===== src/rtl/alu_issue_stage.sv =====
// alu_issue_stage: decode-to-execute stage sitting in front of the 64-bit ALU.
// It accepts one decoded op per handshake and selects the operands, forwarding
// the result currently held in RESULT when a source register matches it.
// It pulses the ALU for one cycle, then presents the result with its
// destination tag to writeback. An illegal opcode skips the ALU entirely and
// is reported with wb_err set.
module alu_issue_stage #(
  parameter int BUS_DATA_WIDTH = 64,
  parameter int REG_IDX_W      = 5
) (
  input  logic                      clk,
  input  logic                      reset,
  input  logic                      in_valid,
  output logic                      in_ready,
  input  logic [5:0]                in_alu_ctl,
  input  logic [REG_IDX_W-1:0]      in_rs1,
  input  logic [REG_IDX_W-1:0]      in_rs2,
  input  logic [REG_IDX_W-1:0]      in_rd,
  input  logic [BUS_DATA_WIDTH-1:0] in_rs1_data,
  input  logic [BUS_DATA_WIDTH-1:0] in_rs2_data,
  input  logic [BUS_DATA_WIDTH-1:0] in_imm,
  input  logic                      in_use_imm,
  output logic [5:0]                alu_control,
  output logic [BUS_DATA_WIDTH-1:0] dataA,
  output logic [BUS_DATA_WIDTH-1:0] dataB,
  output logic                      fetch_en,
  input  logic [BUS_DATA_WIDTH-1:0] alu_result,
  output logic                      wb_valid,
  input  logic                      wb_ready,
  output logic [REG_IDX_W-1:0]      wb_rd,
  output logic [BUS_DATA_WIDTH-1:0] wb_data,
  output logic                      wb_err
);

  typedef enum logic [1:0] {
    IDLE   = 2'd0,
    ISSUE  = 2'd1,
    RESULT = 2'd2
  } state_t;

  state_t                    state_r;
  state_t                    state_next_s;
  logic                      accept_s;
  logic                      illegal_s;
  logic                      fwd_ok_s;
  logic [BUS_DATA_WIDTH-1:0] src_a_s;
  logic [BUS_DATA_WIDTH-1:0] rs2_val_s;
  logic [BUS_DATA_WIDTH-1:0] src_b_s;

  // Opcodes with no ALU operation behind them.
  function automatic logic is_illegal(input logic [5:0] ctl);
    is_illegal = (ctl == 6'b000000) || (ctl == 6'b001010) ||
                 (ctl == 6'b001011) || (ctl >= 6'b101100);
  endfunction

  // Source value: x0 reads as zero, a match on the held result forwards the
  // live ALU output, anything else takes the register file read.
  function automatic logic [BUS_DATA_WIDTH-1:0] src_value(
    input logic [REG_IDX_W-1:0]      idx,
    input logic [BUS_DATA_WIDTH-1:0] rf_data,
    input logic                      fwd_ok,
    input logic [REG_IDX_W-1:0]      held_rd,
    input logic [BUS_DATA_WIDTH-1:0] fwd_data
  );
    if (idx == {REG_IDX_W{1'b0}}) begin
      src_value = {BUS_DATA_WIDTH{1'b0}};
    end else if (fwd_ok && (idx == held_rd)) begin
      src_value = fwd_data;
    end else begin
      src_value = rf_data;
    end
  endfunction

  assign in_ready  = (state_r == IDLE) || ((state_r == RESULT) && wb_ready);
  assign accept_s  = in_valid && in_ready;
  assign illegal_s = is_illegal(in_alu_ctl);
  // Only a legal result that is actually being held may be forwarded.
  assign fwd_ok_s  = (state_r == RESULT) && !wb_err;
  assign src_a_s   = src_value(in_rs1, in_rs1_data, fwd_ok_s, wb_rd, alu_result);
  assign rs2_val_s = src_value(in_rs2, in_rs2_data, fwd_ok_s, wb_rd, alu_result);
  assign src_b_s   = in_use_imm ? in_imm : rs2_val_s;
  // The ALU keeps its output steady while fetch_en is low, so the result
  // path is passed straight through; error results read as zero.
  assign wb_data   = (wb_valid && !wb_err) ? alu_result : {BUS_DATA_WIDTH{1'b0}};

  // Next-state selection for the issue/result sequencer.
  always_comb begin
    state_next_s = state_r;
    case (state_r)
      IDLE: begin
        if (accept_s) begin
          state_next_s = illegal_s ? RESULT : ISSUE;
        end else begin
          state_next_s = IDLE;
        end
      end
      ISSUE: begin
        state_next_s = RESULT;
      end
      RESULT: begin
        if (!wb_ready) begin
          state_next_s = RESULT;
        end else if (in_valid) begin
          state_next_s = illegal_s ? RESULT : ISSUE;
        end else begin
          state_next_s = IDLE;
        end
      end
      default: begin
        state_next_s = IDLE;
      end
    endcase
  end

  // State, registered ALU drive, and captured destination tag and error flag.
  always_ff @(posedge clk or posedge reset) begin
    if (reset) begin
      state_r     <= IDLE;
      fetch_en    <= 1'b0;
      wb_valid    <= 1'b0;
      alu_control <= 6'b000000;
      dataA       <= {BUS_DATA_WIDTH{1'b0}};
      dataB       <= {BUS_DATA_WIDTH{1'b0}};
      wb_rd       <= {REG_IDX_W{1'b0}};
      wb_err      <= 1'b0;
    end else begin
      state_r  <= state_next_s;
      fetch_en <= (state_next_s == ISSUE);
      wb_valid <= (state_next_s == RESULT);
      if (accept_s) begin
        wb_rd  <= in_rd;
        wb_err <= illegal_s;
        // Illegal ops never reach the ALU, so its inputs keep their last values.
        if (!illegal_s) begin
          alu_control <= in_alu_ctl;
          dataA       <= src_a_s;
          dataB       <= src_b_s;
        end
      end
    end
  end

endmodule


===== config.mk =====
export PLATFORM = sky130hd
export DESIGN_NAME = alu_issue_stage
export DESIGN_NICKNAME = d
export VERILOG_FILES = /design/src/rtl/alu_issue_stage.sv
export SDC_FILE = /design/constraint.sdc
export NUM_CORES = 1
export LEC_CHECK = 0
export CAP_MARGIN = 10
export CORE_AREA = 3 3 191 193
export CTS_BUF_LIST = sky130_fd_sc_hd__clkbuf_16
export DETAILED_ROUTE_END_ITERATION = 16
export DIE_AREA = 0 0 194 196
export PLACE_DENSITY = 0.56
export SLEW_MARGIN = 20
export SYNTH_ARGS = -nofsm -noshare
export SYNTH_HDL_FRONTEND = slang
export SYNTH_SLANG_ARGS = --single-unit
export TNS_END_PERCENT = 50

===== constraint.sdc =====
create_clock -name clk -period 6.3 [get_ports clk]
set_clock_uncertainty 0.2 [all_clocks]
set_input_delay 1.26 -clock clk [delete_from_list [all_inputs] [get_ports clk]]
set_output_delay 1.26 -clock clk [all_outputs]
set_load 0.01 [all_outputs]

==> impl_results.md <==
- RSZ-0062 raised after global routing: no
- Via Count: around 7,900
- Peak supply drop: approximately 170 uV
- Crit. Startpoint: wb_ready
- Initial antenna violation count: 0
- Critical path fanouts, max: 3
- Placeable core area: roughly 35,000 sq um
- Final Cycle Share: between 60 and 70%
- Cell Pwr Density: between 200 and 300 nW/um^2
- Register area share after synthesis: between 40% and 50%
- CP max stage cell: clkdlybuf4s50_1
- Die height: 196 um
- Initial Util: approximately 24%
- Die area: between 30,000 and 40,000 sq um
- FF+latch area: 3600 sq um
- Hold Violations, Final: 0
- CTS tree: built
- Worst path max stage delay: about 600 ps
- Layout area overhead: 67.9%
- Buf/Inv on CP: 2
- Port Buf Inserts: about 500
- Tot Pwr: just over 4 mW
- Fill count: around 3,400
- Fmax: ~0.25 GHz
- Ports: 489
- Vias in the first global route: ~8,300
- Num CTS Buffers: 17
- Max Root-Sink Buffers: 2
- Crit-path cells: clkdlybuf4s50_1, nor2b_4, nor2_1, clkdlybuf4s50_1
- Clock sinks: ~140
- Global route overflow: 0
- Min-Delay Path Class: flop to flop
- Die X: a little under 200 um
- Setup TNS: 0 ps
- Post-synthesis net count: 1,127
- H-Tree Depth: 4
- Root Driver: clkbuf_16
- Synth Warn #: 0
- First-pass GRT wire length: approximately 53,000 um
- Routed wire per std cell: slightly above 20 um
- Postcts setup bufs: 0
- Cts repair resizes: 0
- Post-DRT Antenna Nets: 0
- Syn Inst Count: 845
- DRC Markers: 0
- Clock Latency Late Sink: between 400 and 500 ps
- Hold path startpoint: dataA[19]$_DFFE_PP0N_
- Max-slew headroom at the worst pin: a little over a third
- Final Wtd Congestion: 0.816
- Iteration-0 DRC Markers: 339
- #FFs+latches synth: 144
- MaxCap Viol Count: 0
- Worst Tran Pin Value: 957 ps
- Multi-input logic area: about 4300 sq um
- Crit path time final: ~4000 ps
- Pin count of the biggest net entering global routing: around 140
- CP arrival: ~2600 ps
- Worst R2R Start: state_r[1]$_DFF_PP0_
- Endpoint kind of the worst setup timing path: output pin
- Global Route Usage Sum: a little under a fifth
- Synth unique cells: 37
- Synth top area share: between 40% and 50%
- Utilization of the core after routing: around two fifths
- Dpl cell area: between 10,000 and 15,000 sq um
- CP dominant cell by count: clkdlybuf4s50_1
- Row count: about 70
- Share of layout cells above drive strength 1: 6.42%
- Final count of negative-setup-slack endpoints: 0
- Kind of critical path: input pin to output pin
- WL final: about 36,000 um
- Static Leakage: about 6 nW
- CTS Hold Bufs: 0
- Fin area: roughly 14,000 sq um
- Reg clk slew, reported paths: ~60 ps
- CP Launch Type: input pin
- Dominant cells by area after synthesis: dfrtp_1 43%, mux2i_1 23%, nand2_1 9.5%
- Cell area after synthesis: about 8400 sq um
- Final net count: between 1,500 and 2,000
- CP top delay family: buffers and inverters
- Status: completed
- Yosys top cell by area: dfrtp_1
- Synthesized area per cell: about 10 sq um
- Drt first pass iters: 5
- Vias per std cell: ~4.5
- Final Max Tran Viols: 0
- Detail Placement HPWL: ~26,000 um
- WP data required: just under 5000 ps
- ANT cells: 0
[final cells by class]
cell class | count | area share (%)
well taps | 455 | 4.03
clock inverters | 13 | 1.39
flip-flops and latches | 144 | 25.5
multi-input cells | 635 | 30.6
repair buffers | 497 | 35.1
inverters | 3 | 0.301
clock buffers | 17 | 3.01
[layout by cell type (no fill, tap or decap), types with 3 or more instances in the layout]
| master | n |
|---|---|
| bufinv_16 | 5 |
| nor2_1 | 3 |
| a31oi_1 | 63 |
| and2_1 | 65 |
| xnor2_1 | 6 |
| dfrtp_1 | 144 |
| o21ai_0 | 5 |
| buf_4 | 8 |
| o21ai_1 | 30 |
| xor2_1 | 4 |
| clkinv_2 | 3 |
| nand2_1 | 212 |
| mux2i_1 | 190 |
| clkbuf_16 | 17 |
| mux2_2 | 5 |
| clkdlybuf4s50_1 | 487 |
| o21ai_2 | 30 |
[worst register-to-register path, stage by stage (launching register included)]
cell and delay [ps]:
dfrtp_1 410, nor2b_4 150, nor3b_4 440, nand3_4 210, clkinv_16 340, o21ai_4 410, buf_4 400, o21ai_1 270
[synthesized netlist by cell type (all sizes together)]
library cell    n
a32o            1
inv             2
nand2b          1
nand2         212
or4             2
xnor2           6
nor3            3
o21ai          66
a31oi          63
o21bai          1
nor2b           2
nor3b           2
a21oi           1
nand4           2
clkbuf         16
a2bb2oi         1
xor2            4
nand3           1
mux2i         190
or3             1
nor2            3
and2           65
buf            47
mux2            6
dfrtp         144
a22oi           2
clkinv          1
[report_power, final]
group	internal [mW]	total, mW	switching [mW]
registers	1.19	1.35	0.164
clock network	0.695	1.11	0.417
logic	0.917	1.64	0.722
[cell families after synthesis]
family | synth area share, %
muxes | 23.4
xor gates and xnor gates | 1.04
and+or+nand+nor | 15.8
buffers and inverters | 6.28
DFF | 42.9
AOI/OAI and AO/OA | 10.6
[worst paths after layout]
path	depth (start not counted)	slack [ps]	to
min	2	280	dataA[19]$_DFFE_PP0N_
max reg2reg	7	3400	dataA[32]$_DFFE_PP0N_
min in group asynchronous	2	1130	dataB[24]$_DFFE_PP0N_
max in group asynchronous	3	3910	dataA[25]$_DFFE_PP0N_
min reg2reg	2	280	dataA[19]$_DFFE_PP0N_
max	4	2250	in_ready
[state kept, by name, indices dropped and copies added (netlist names)]
name,count
dataB,64
wb_rd,5
dataA,64
wb_err,1
wb_valid,1
state_r,2
fetch_en,1
alu_control,6
[per-layer routing]
metal,vias to the layer above,track usage [%],wire (um)
li1,3844,-,-
met1,3808,22.4,14800
met2,268,31.7,18200
met3,28,4.19,1950
met4,0,4.28,553
met5,-,0,0
[metrics by stage]
step	std cells	worst slack, ps	hold WS, ps
after floorplan	845	974	277
after global placement	1734	1920	260
after detailed placement	1734	1860	265
after CTS	1764	2250	280
after global routing	1764	2180	302
final	1764	2250	275
No activity file was read; power rests on OpenSTA's default activity.
